[src/rtl/mem_arbiter.sv]
// Fixed-priority (data over fetch) two-to-one memory arbiter with a fetch starvation limit.
// Define ARB_TIMEOUT_EN to enable the watchdog that terminates unacknowledged transactions.
module mem_arbiter #(
  parameter int unsigned STARVE_MAX = 4,
  parameter int unsigned TIMEOUT    = 64
) (
  input  logic        clk,
  input  logic        rst,
  input  logic        if_req,
  input  logic [31:0] if_addr,
  output logic        if_ack,
  output logic [31:0] if_rdata,
  output logic        if_err,
  input  logic        d_req,
  input  logic        d_we,
  input  logic [31:0] d_addr,
  input  logic [31:0] d_wdata,
  input  logic [3:0]  d_be,
  output logic        d_ack,
  output logic [31:0] d_rdata,
  output logic        d_err,
  output logic        m_req,
  output logic        m_we,
  output logic [31:0] m_addr,
  output logic [31:0] m_wdata,
  output logic [3:0]  m_be,
  input  logic        m_ack,
  input  logic [31:0] m_rdata,
  output logic        busy
);

  typedef enum logic [1:0] {StIdle, StGrantIf, StGrantD} state_e;

  state_e      state_q, state_d;
  logic [3:0]  starve_q, starve_d;
  logic        m_req_q, m_req_d;
  logic        m_we_q, m_we_d;
  logic [31:0] m_addr_q, m_addr_d;
  logic [31:0] m_wdata_q, m_wdata_d;
  logic [3:0]  m_be_q, m_be_d;

  logic        in_grant;
  logic        timeout_hit;
  logic        xact_done;
  logic        grant_d;
  logic [31:0] rdata_sel;

  assign in_grant = (state_q != StIdle);

`ifdef ARB_TIMEOUT_EN
  logic [7:0] timer_q, timer_d;

  // Held at zero while idle, so every grant starts counting from zero.
  always_comb begin
    timer_d = timer_q;
    if (!in_grant) begin
      timer_d = 8'd0;
    end else if (!m_ack) begin
      timer_d = timer_q + 8'd1;
    end
  end

  always_ff @(posedge clk or negedge rst) begin
    if (!rst) begin
      timer_q <= 8'd0;
    end else begin
      timer_q <= timer_d;
    end
  end

  // A real ack in the deadline cycle wins over the timeout.
  assign timeout_hit = in_grant && !m_ack && (timer_q == 8'(TIMEOUT - 1));
`else
  assign timeout_hit = 1'b0;
`endif

  assign xact_done = in_grant && (m_ack || timeout_hit);
  assign rdata_sel = m_ack ? m_rdata : 32'd0;

  always_comb begin
    if_ack   = (state_q == StGrantIf) && xact_done;
    d_ack    = (state_q == StGrantD) && xact_done;
    if_rdata = if_ack ? rdata_sel : 32'd0;
    d_rdata  = d_ack ? rdata_sel : 32'd0;
    if_err   = if_ack && timeout_hit;
    d_err    = d_ack && timeout_hit;
    busy     = in_grant;
  end

  // Data wins unless fetch has already been passed over STARVE_MAX times in a row.
  assign grant_d = d_req && !(if_req && (starve_q == 4'(STARVE_MAX)));

  always_comb begin
    state_d   = state_q;
    starve_d  = starve_q;
    m_req_d   = m_req_q;
    m_we_d    = m_we_q;
    m_addr_d  = m_addr_q;
    m_wdata_d = m_wdata_q;
    m_be_d    = m_be_q;
    unique case (state_q)
      StIdle: begin
        if (d_req || if_req) begin
          m_req_d = 1'b1;
          if (grant_d) begin
            state_d   = StGrantD;
            m_we_d    = d_we;
            m_addr_d  = d_addr;
            m_wdata_d = d_wdata;
            m_be_d    = d_be;
            starve_d  = if_req ? starve_q + 4'd1 : 4'd0;
          end else begin
            state_d   = StGrantIf;
            m_we_d    = 1'b0;
            m_addr_d  = if_addr;
            m_wdata_d = 32'd0;
            m_be_d    = 4'hF;
            starve_d  = 4'd0;
          end
        end
      end
      StGrantIf, StGrantD: begin
        if (xact_done) begin
          state_d   = StIdle;
          m_req_d   = 1'b0;
          m_we_d    = 1'b0;
          m_addr_d  = 32'd0;
          m_wdata_d = 32'd0;
          m_be_d    = 4'd0;
        end
      end
      default: state_d = StIdle;
    endcase
  end

  always_ff @(posedge clk or negedge rst) begin
    if (!rst) begin
      state_q   <= StIdle;
      starve_q  <= 4'd0;
      m_req_q   <= 1'b0;
      m_we_q    <= 1'b0;
      m_addr_q  <= 32'd0;
      m_wdata_q <= 32'd0;
      m_be_q    <= 4'd0;
    end else begin
      state_q   <= state_d;
      starve_q  <= starve_d;
      m_req_q   <= m_req_d;
      m_we_q    <= m_we_d;
      m_addr_q  <= m_addr_d;
      m_wdata_q <= m_wdata_d;
      m_be_q    <= m_be_d;
    end
  end

  assign m_req   = m_req_q;
  assign m_we    = m_we_q;
  assign m_addr  = m_addr_q;
  assign m_wdata = m_wdata_q;
  assign m_be    = m_be_q;

endmodule
[config.mk]
export PLATFORM = sky130hd
export DESIGN_NAME = mem_arbiter
export DESIGN_NICKNAME = d
export VERILOG_FILES = /design/src/rtl/mem_arbiter.sv
export SDC_FILE = /design/constraint.sdc
export NUM_CORES = 1
export LEC_CHECK = 0
export CAP_MARGIN = 0
export CORE_AREA = 2 2 109 111
export DETAILED_ROUTE_END_ITERATION = 16
export DIE_AREA = 0 0 111 113
export DONT_BUFFER_PORTS = 1
export GPL_TIMING_DRIVEN = 0
export SETUP_SLACK_MARGIN = 0.02
export SYNTH_ARGS = -nofsm -noshare
export SYNTH_HDL_FRONTEND = slang
export SYNTH_SLANG_ARGS = --single-unit
[constraint.sdc]
create_clock -name clk -period 2.3 [get_ports clk]
set_input_delay 0.115 -clock clk [delete_from_list [all_inputs] [get_ports clk]]
set_output_delay 0.115 -clock clk [all_outputs]
set_load 0.1 [all_outputs]
==> results.sh, run 1 <==
export IMPL_status="finished, violations left"
export IMPL_violations="setup timing"
export IMPL_critPathCaptureType="output pin"
export IMPL_synth_compound_area_frac=0.239
export IMPL_antenna_found_initial=0
export IMPL_tritoncts_num_sinks=76
export IMPL_synthAdderAreaFrac=0.0154
export IMPL_grt_max_degree=77
export IMPL_io_buffers=0
export IMPL_tightest_slew_ns=0.949
export IMPL_io_pins=277
export IMPL_wire_per_inst_um=21.4
export IMPL_dp_cells=539
export IMPL_ys_types=35
export IMPL_htree_levels=3
export IMPL_final_cells=675
export IMPL_dr_pass1_iters=4
export IMPL_maxSlewHeadroom=0.368
export IMPL_clock_skew_ns=0.00724
export IMPL_yosysWarnings=0
export IMPL_hold_path_class="in -> reg"
export IMPL_cts_root_buf="clkbuf_16"
export IMPL_synth_most_common_cell="dfrtp_1"
export IMPL_drc=0
export IMPL_whs_path_depth=2
export IMPL_antennaDiodeCount=0
export IMPL_cap_viol_max_count=0
export IMPL_globalRouteOverflowTotal=0
export IMPL_vias=3918
export IMPL_rsz0062_at_grt="true"
export IMPL_ys_top_cells_by_count="dfrtp_1 (76), and2_1 (64), inv_1 (39)"
export IMPL_stdcell_area_um2=6040
export IMPL_worstPathArrival_ns=2.38
export IMPL_place_congestion=0.850
export IMPL_fmax_ghz=0.401
export IMPL_synthToLayoutAreaGrowth_pct=48.5
export IMPL_critPathRequiredTime_ns=2.18
export IMPL_post_route_period_util=1.08
export IMPL_clock_latency_ns=0.33
export IMPL_yosys_area_share_simple=0.180
export IMPL_placed_cell_area_um2=4360
export IMPL_finalMaxSlewViolations=0
export IMPL_rr_worst_depth=10
export IMPL_die_w_um=111
export IMPL_nets=670
export IMPL_ys_seq_area_frac=0.468
export IMPL_ant_nets=0
export IMPL_grt_pass1_wl_um=22600
export IMPL_grt_pass1_vias=4086
export IMPL_start_util=0.361
export IMPL_vias_per_cell=5.80
export IMPL_rows=39
export IMPL_cts_path_max_buffers=2
export IMPL_setup_violations_final=63
export IMPL_crit_path_max_fanout=6
export IMPL_synth_top_area_cell="dfrtp_1"
export IMPL_async_reset_ff_frac=1.00
export IMPL_grtUsageTotal=0.227
export IMPL_synth_area_top_cells="dfrtp_1 (47%), and2_1 (9.8%), a22o_1 (7.5%), o211ai_1 (5.9%), o311ai_1 (5.4%)"
export IMPL_synth_edf_count=0
export IMPL_yosysTopAreaCellShare=0.468
export IMPL_cts_tree="yes"
export IMPL_drtIter0Drc=279
export IMPL_synth_top_family_by_area="compound AO/OA/AOI/OAI gates"
export IMPL_clk_pin_slew_worst_paths_ns=0.06
export IMPL_fin_util=0.536
export IMPL_synth_area_mux_share=0.00277
export IMPL_cts_made_buffers=9
export IMPL_start_kind="flip-flop"
export IMPL_synth_avg_cell_area_um2=10.3
export IMPL_hpwl_um=9640
export IMPL_die_h_um=113
export IMPL_final_hold_violation_count=0
export IMPL_die_area_um2=12500
export IMPL_yosys_register_bits=76
export IMPL_finalWorstSetupSlack_ns=-0.191
export IMPL_synthFlopType="dfrtp_1"
export IMPL_setup_tns_ns=-5.62
export IMPL_syn_area_um2=4070
export IMPL_crit_type="reg -> out"
export IMPL_core_area_um2=11300
export IMPL_wirelength_um=14400
export IMPL_drive_above_1_share=0.263
export IMPL_finalCriticalPeriod_ns=2.49
export IMPL_synth_xor_area_share=0
export IMPL_netlist_instances=395
==> cell type report <==
| type | count | area (µm²) |
|---|---|---|
| Fill cell | 935 | 5230 |
| Timing Repair Buffer | 120 | 1220 |
| Tap cell | 143 | 179 |
| Multi-Input combinational cell | 236 | 1970 |
| Buffer | 45 | 325 |
| Clock inverter | 6 | 63.8 |
| Inverter | 39 | 150 |
| Sequential cell | 76 | 1900 |
| Clock buffer | 10 | 229 |
==> registers in the layout, summed over array words and instances (netlist names) <==
signal	count
m_addr	32
m_wdata	32
starve_q	4
state_q	2
m_req	1
m_we	1
m_be	4
==> kinds of logic after synthesis <==
| group | Yosys count |
|---|---|
| multiplexers | 1 |
| AND/OR/NAND/NOR | 115 |
| other | 1 |
| AO/OA/AOI/OAI | 113 |
| adder cells (fa/ha/maj) | 5 |
| buffers and inverters | 84 |
| flip-flops | 76 |
==> per-stage QoR <==
step | setup slack (ns) | hold slack, ns
5_1_grt | -0.260 | 0.0441
3_5_place_dp | -0.331 | -0.179
4_1_cts | -0.237 | 0.0209
3_3_place_gp | -0.288 | -0.179
2_1_floorplan | -0.0548 | -0.181
6_report | -0.191 | 0.0271
==> repair_timing <==
item / 4_1_cts / 5_1_grt
hold buffers: 103 / 0
endpoints found under the setup margin: 66 / 66
cloned: 2 / 1
setup buffers: 7 / 7
pin swaps: 63 / 8
resized for setup: 73 / 9
endpoints found under the hold margin: 146 / 0
==> worst max-delay path, cell delays in order, from the launching register on <==
cell        delay (ns)
dfrtp_1           0.39
inv_2             0.08
ha_4              0.14
clkinvlp_4        0.46
and3_4            0.38
buf_12            0.13
clkbuf_16         0.19
and2_4            0.25
==> cell usage in the layout, fill, tap and decap left out, types with 2 or more instances in the layout <==
master         synthesis  final
a22o_1                35     35
and2_2                 0      3
and2_4                 0     61
and3_1                 4      2
and3_4                 0      2
buf_2                 11     10
buf_4                  8     22
buf_6                  3      3
buf_8                  0      3
clkbuf_1              21     16
clkbuf_16              0     12
clkbuf_8               0      3
clkinv_2               0      2
clkinvlp_4             0      3
conb_1                 1      2
dfrtp_1               76     76
dlygate4sd3_1          0    102
ha_1                   5      4
inv_1                 39     36
inv_2                  0      2
nand3b_1               2      2
nand4_1               33     33
nor2b_1                2      2
nor3_1                 4      4
o211ai_1              32     32
o21ai_0                3      3
o2bb2ai_1              6      6
o311ai_0               3      2
o311ai_1              25     25
o311ai_2               4      5
==> path summary, 6_finish.rpt <==
kind,startpoint,to,slack (ns)
max in group asynchronous,rst,state_q[0],1.64
max reg2reg,state_q[0],m_addr[0],0.14
min in group asynchronous,rst,m_addr[1],0.34
max,state_q[0],if_rdata[24],-0.19
min reg2reg,starve_q[0],starve_q[0],0.56
min,if_addr[1],m_addr[1],0.03
==> metal layers <==
layer	wire length, µm	GRT usage	vias up	share of wire
met3	1020	0.0482	38	0.070
met4	447	0.0967	0	0.031
met2	7720	0.414	226	0.54
li1	-	-	1725	-
met1	5240	0.258	1929	0.36
met5	0	0	-	0
Power of run 1 is left out: the tool's default activity adds up to more than one toggle a clock period on the data nets, which glitch-free logic cannot reach.
==> inputs of run 2 (changes only) <==
--- a/config.mk
+++ b/config.mk
@@ -7,6 +7,7 @@
 export LEC_CHECK = 0
 export CAP_MARGIN = 0
 export CORE_AREA = 2 2 109 111
+export CTS_BUF_LIST = sky130_fd_sc_hd__clkbuf_2 sky130_fd_sc_hd__clkbuf_4 sky130_fd_sc_hd__clkbuf_8
 export DETAILED_ROUTE_END_ITERATION = 16
 export DIE_AREA = 0 0 111 113
 export DONT_BUFFER_PORTS = 1
==> run 2 against run 1 <==
Effect of this change: via count up 0.87%; cell count rose by 0.30%; die area is the same; first-iteration DRC count up 2.5%; sequential share of layout area grew 0.42 points; the run still ends with setup timing left; core utilization fell by 0.71 points.
==> results.sh, run 2 (synthesized netlist as in run 1, its figures left out) <==
export IMPL_tightest_slew_ns=0.958
export IMPL_drtIter0Drc=286
export IMPL_antenna_found_initial=0
export IMPL_rows=39
export IMPL_max_stage_delay_ns=0.46
export IMPL_crit_type="reg -> out"
export IMPL_fmax_ghz=0.395
export IMPL_violations="setup timing"
export IMPL_crit_path_max_fanout=6
export IMPL_dr_pass1_iters=5
export IMPL_whs_ns=0.110
export IMPL_synthToLayoutAreaGrowth_pct=46.5
export IMPL_worstPathArrival_ns=2.42
export IMPL_critPathCaptureType="output pin"
export IMPL_final_common_cell="dlygate4sd3_1"
export IMPL_clk_pin_slew_worst_paths_ns=0.08
export IMPL_ant_nets=0
export IMPL_tritoncts_num_sinks=76
export IMPL_cts_path_max_buffers=2
export IMPL_finalCriticalPeriod_ns=2.53
export IMPL_nets=672
export IMPL_cts_made_buffers=9
export IMPL_vias=3952
export IMPL_clock_latency_ns=0.36
export IMPL_vias_per_cell=5.84
export IMPL_antennaDiodeCount=0
export IMPL_cpMaxStageDelayCell="clkinvlp_4"
export IMPL_clock_skew_ns=0.00795
export IMPL_setup_violations_final=63
export IMPL_cap_viol_max_count=0
export IMPL_cts_root_buf="clkbuf_8"
export IMPL_start_util=0.361
export IMPL_wire_per_inst_um=21.2
export IMPL_cp_cell_sequence="inv_2 > ha_4 > clkinvlp_4 > and3_4 > buf_12 > clkbuf_16 > and2_4"
export IMPL_place_congestion=0.850
export IMPL_finalMaxSlewViolations=0
export IMPL_layout_common_cells="dlygate4sd3_1 (103), dfrtp_1 (76), and2_4 (61), inv_1 (36), a22o_1 (35)"
export IMPL_critPathRequiredTime_ns=2.18
export IMPL_n_fill_cell=941
export IMPL_final_hold_violation_count=0
export IMPL_status="finished, violations left"
export IMPL_post_route_period_util=1.10
export IMPL_grt_max_degree=77
export IMPL_grt_pass1_vias=4100
export IMPL_htree_levels=3
export IMPL_finalWorstSetupSlack_ns=-0.231
export IMPL_io_buffers=0
export IMPL_globalRouteOverflowTotal=0
export IMPL_grt_pass1_wl_um=22500
export IMPL_die_h_um=113
export IMPL_die_w_um=111
export IMPL_die_area_um2=12500
export IMPL_wirelength_um=14300
export IMPL_grtUsageTotal=0.226
export IMPL_drc=0
export IMPL_rsz0062_at_grt="true"
export IMPL_drive_above_1_share=0.266
export IMPL_io_pins=277
export IMPL_cts_tree="yes"
export IMPL_start_kind="flip-flop"
export IMPL_hpwl_um=9640
export IMPL_maxSlewHeadroom=0.361
export IMPL_hold_path_class="in -> reg"
export IMPL_core_area_um2=11300
-- run 2: cell count changes in the layout (fill, tap and decap cells not counted) --
cell | previous run | this run
clkbuf_1 | 16 | 15
clkbuf_4 | 0 | 1
buf_4 | 22 | 23
clkbuf_8 | 3 | 12
dlygate4sd3_1 | 102 | 103
clkbuf_16 | 12 | 3
-- run 2: per-stage QoR --
stage / utilization / cell area, µm² / TNS, ns / setup slack, ns / instances
after floorplan: - / 4180 / -0.987 / -0.0548 / 396
after detailed placement: 0.387 / 4360 / -16.71 / -0.331 / 539
after global placement: 0.387 / 4360 / -14.04 / -0.288 / 539
final: 0.529 / 5960 / -8.09 / -0.231 / 677
after global routing: 0.529 / 5960 / -12.91 / -0.305 / 677
after CTS: 0.519 / 5860 / -10.11 / -0.275 / 668
-- run 2: what timing repair did --
item                                   CTS  global route
endpoints found under the hold margin  147             0
gates cloned                             2             1
setup buffers                            7             8
setup endpoints to repair               66            67
hold buffers                           104             0
resized for setup                       73             9
pin swaps                               63             9
-- run 2: layout make-up --
class | instances | area (µm²) | share of cell area
plain buffers | 45 | 325 | 0.0546
flip-flops and latches | 76 | 1900 | 0.319
repair buffers | 122 | 1240 | 0.207
well taps | 143 | 179 | 0.0300
clock inverters | 6 | 63.8 | 0.0107
clock buffers | 10 | 131 | 0.0220
inverters | 39 | 150 | 0.0252
multi-input cells | 236 | 1970 | 0.331
-- run 2: per-layer routing --
metal | track usage | vias up | wire length, µm
met1 | 0.258 | 1910 | 5120
li1 | - | 1723 | -
met5 | 0 | - | 0
met3 | 0.0520 | 50 | 1160
met2 | 0.400 | 269 | 7470
met4 | 0.108 | 0 | 595
-- run 2: final timing paths --
path	slack, ns	startpoint	cells past startpoint	end
worst max-delay path	-0.23	state_q[1]	7	if_rdata[24]
worst min-delay path	0.11	if_req	3	starve_q[0]
worst max register to register	0.13	state_q[0]	10	m_addr[0]
worst min register to register	0.56	starve_q[0]	1	starve_q[0]
max in group asynchronous	1.68	rst	2	m_wdata[11]
min in group asynchronous	0.33	rst	2	m_addr[24]
-- run 2: critical path, delay by kind of cell (launching register included) --
kind	cells	cell delay, ns
buf+inv	4	0.86
simple gates	2	0.64
flops	1	0.39
fa+ha+maj	1	0.15
Power of run 2 is left out for the same reason.
==> inputs of run 3 (changes only) <==
--- a/config.mk
+++ b/config.mk
@@ -12,7 +12,6 @@
 export DIE_AREA = 0 0 111 113
 export DONT_BUFFER_PORTS = 1
 export GPL_TIMING_DRIVEN = 0
-export SETUP_SLACK_MARGIN = 0.02
 export SYNTH_ARGS = -nofsm -noshare
 export SYNTH_HDL_FRONTEND = slang
 export SYNTH_SLANG_ARGS = --single-unit
==> run 3 against run 2 <==
Effect of this change: the flow still finishes with violations (setup timing); worst hold slack lost 0.0058 ns; critical endpoint unchanged; maximum frequency decreased by 0.21%; sequential share of layout area hardly changed; worst setup slack worse by 0.0053 ns; design area barely moved; cell count is the same; critical path type unchanged; clock skew is 0.00075 ns lower.
==> results.sh, run 3 (synthesized netlist as in run 1, its figures left out) <==
export IMPL_place_congestion=0.850
export IMPL_nets=672
export IMPL_globalRouteOverflowTotal=0
export IMPL_setup_tns_ns=-8.43
export IMPL_dr_pass1_iters=4
export IMPL_worstPathArrival_ns=2.42
export IMPL_cts_root_buf="clkbuf_8"
export IMPL_tritoncts_num_sinks=76
export IMPL_drtIter0Drc=279
export IMPL_hpwl_um=9640
export IMPL_maxSlewHeadroom=0.361
export IMPL_final_common_cell="dlygate4sd3_1"
export IMPL_drc=0
export IMPL_synthToLayoutAreaGrowth_pct=46.6
export IMPL_final_hold_violation_count=0
export IMPL_core_area_um2=11300
export IMPL_grtUsageMet2=0.399
export IMPL_crit_path_max_fanout=6
export IMPL_setup_violations_final=63
export IMPL_start_util=0.361
export IMPL_hold_path_class="in -> reg"
export IMPL_die_h_um=113
export IMPL_rsz0062_at_grt="true"
export IMPL_cts_path_max_buffers=2
export IMPL_grt_max_degree=77
export IMPL_placed_cell_area_um2=4360
export IMPL_start_kind="flip-flop"
export IMPL_grt_pass1_vias=4086
export IMPL_clock_latency_ns=0.36
export IMPL_grtUsageMet3=0.0503
export IMPL_htree_levels=3
export IMPL_wirelength_um=14300
export IMPL_ant_nets=0
export IMPL_grt_pass1_wl_um=22500
export IMPL_antennaDiodeCount=0
export IMPL_die_area_um2=12500
export IMPL_io_pins=277
export IMPL_busiest_layer="met2"
export IMPL_clk_pin_slew_worst_paths_ns=0.08
export IMPL_cts_made_buffers=9
export IMPL_layout_common_cells="dlygate4sd3_1 (103), dfrtp_1 (76), and2_4 (61), inv_1 (36), a22o_1 (35)"
export IMPL_finalMaxSlewViolations=0
export IMPL_cap_viol_max_count=0
export IMPL_finalWorstSetupSlack_ns=-0.236
export IMPL_critPathRequiredTime_ns=2.18
export IMPL_wire_per_inst_um=21.1
export IMPL_fmax_ghz=0.394
export IMPL_io_buffers=0
export IMPL_die_w_um=111
export IMPL_crit_type="reg -> out"
export IMPL_vias_per_cell=5.83
export IMPL_drive_above_1_share=0.268
export IMPL_violations="setup timing"
export IMPL_use_met1=0.259
export IMPL_finalCriticalPeriod_ns=2.54
export IMPL_status="finished, violations left"
export IMPL_stdcell_area_um2=5960
export IMPL_antenna_found_initial=0
export IMPL_critPathCaptureType="output pin"
export IMPL_vias=3944
export IMPL_cts_tree="yes"
export IMPL_post_route_period_util=1.10
export IMPL_tightest_slew_ns=0.958
export IMPL_clock_skew_ns=0.00719
export IMPL_grtUsageTotal=0.226
export IMPL_rows=39
run 3: cell count changes in the layout (fill, tap and decap cells not counted):
cell / previous run / this run
nor2_2: 0 / 1
o311ai_0: 2 / 1
o311ai_1: 25 / 26
nor2_1: 1 / 0
run 3: what timing repair did:
item                                    4_1_cts  5_1_grt
resized for setup                            73       11
gates cloned                                  2        1
pin swaps                                    63        9
hold buffers                                104        0
endpoints found under the setup margin       66       67
buffers inserted                              7        8
hold endpoints to repair                    147        0
run 3: final timing paths:
path                             start           end  slack, ns  cells past startpoint
min in group asynchronous          rst       m_be[3]       0.34                      2
max                         state_q[1]  if_rdata[24]      -0.24                      7
max reg2reg                 state_q[0]     m_addr[0]       0.13                     10
min reg2reg                starve_q[0]   starve_q[0]       0.56                      1
max in group asynchronous          rst   m_wdata[11]       1.68                      2
min                             if_req   starve_q[0]       0.10                      3
run 3: critical path, cell delays in order (launching register included):
cell	delay (ns)
dfrtp_1	0.39
inv_2	0.08
ha_4	0.15
clkinvlp_4	0.46
and3_4	0.38
buf_12	0.13
clkbuf_16	0.19
and2_4	0.26
run 3: routing by layer:
layer	up-vias	routed length, µm	part of all wire
li1	1725	-	-
met2	244	7470	0.52
met4	0	589	0.041
met1	1930	5210	0.36
met5	-	0	0
met3	45	1030	0.072
run 3: area by class of cell:
| type | count | area (µm²) |
|---|---|---|
| Multi-Input combinational cell | 236 | 1980 |
| Sequential cell | 76 | 1900 |
| Clock buffer | 10 | 131 |
| Inverter | 39 | 150 |
| Tap cell | 143 | 179 |
| Buffer | 45 | 325 |
| Timing Repair Buffer | 122 | 1240 |
| Clock inverter | 6 | 63.8 |
| Fill cell | 939 | 5310 |
run 3: stage by stage:
step | setup slack [ns] | util | instances | hold slack (ns)
after floorplan | -0.0548 | - | 396 | -0.181
after global placement | -0.288 | 0.387 | 539 | -0.179
after detailed placement | -0.331 | 0.387 | 539 | -0.179
after CTS | -0.275 | 0.519 | 668 | 0.0990
after global routing | -0.305 | 0.529 | 677 | 0.114
final | -0.236 | 0.529 | 677 | 0.105
Power of run 3 is left out for the same reason.
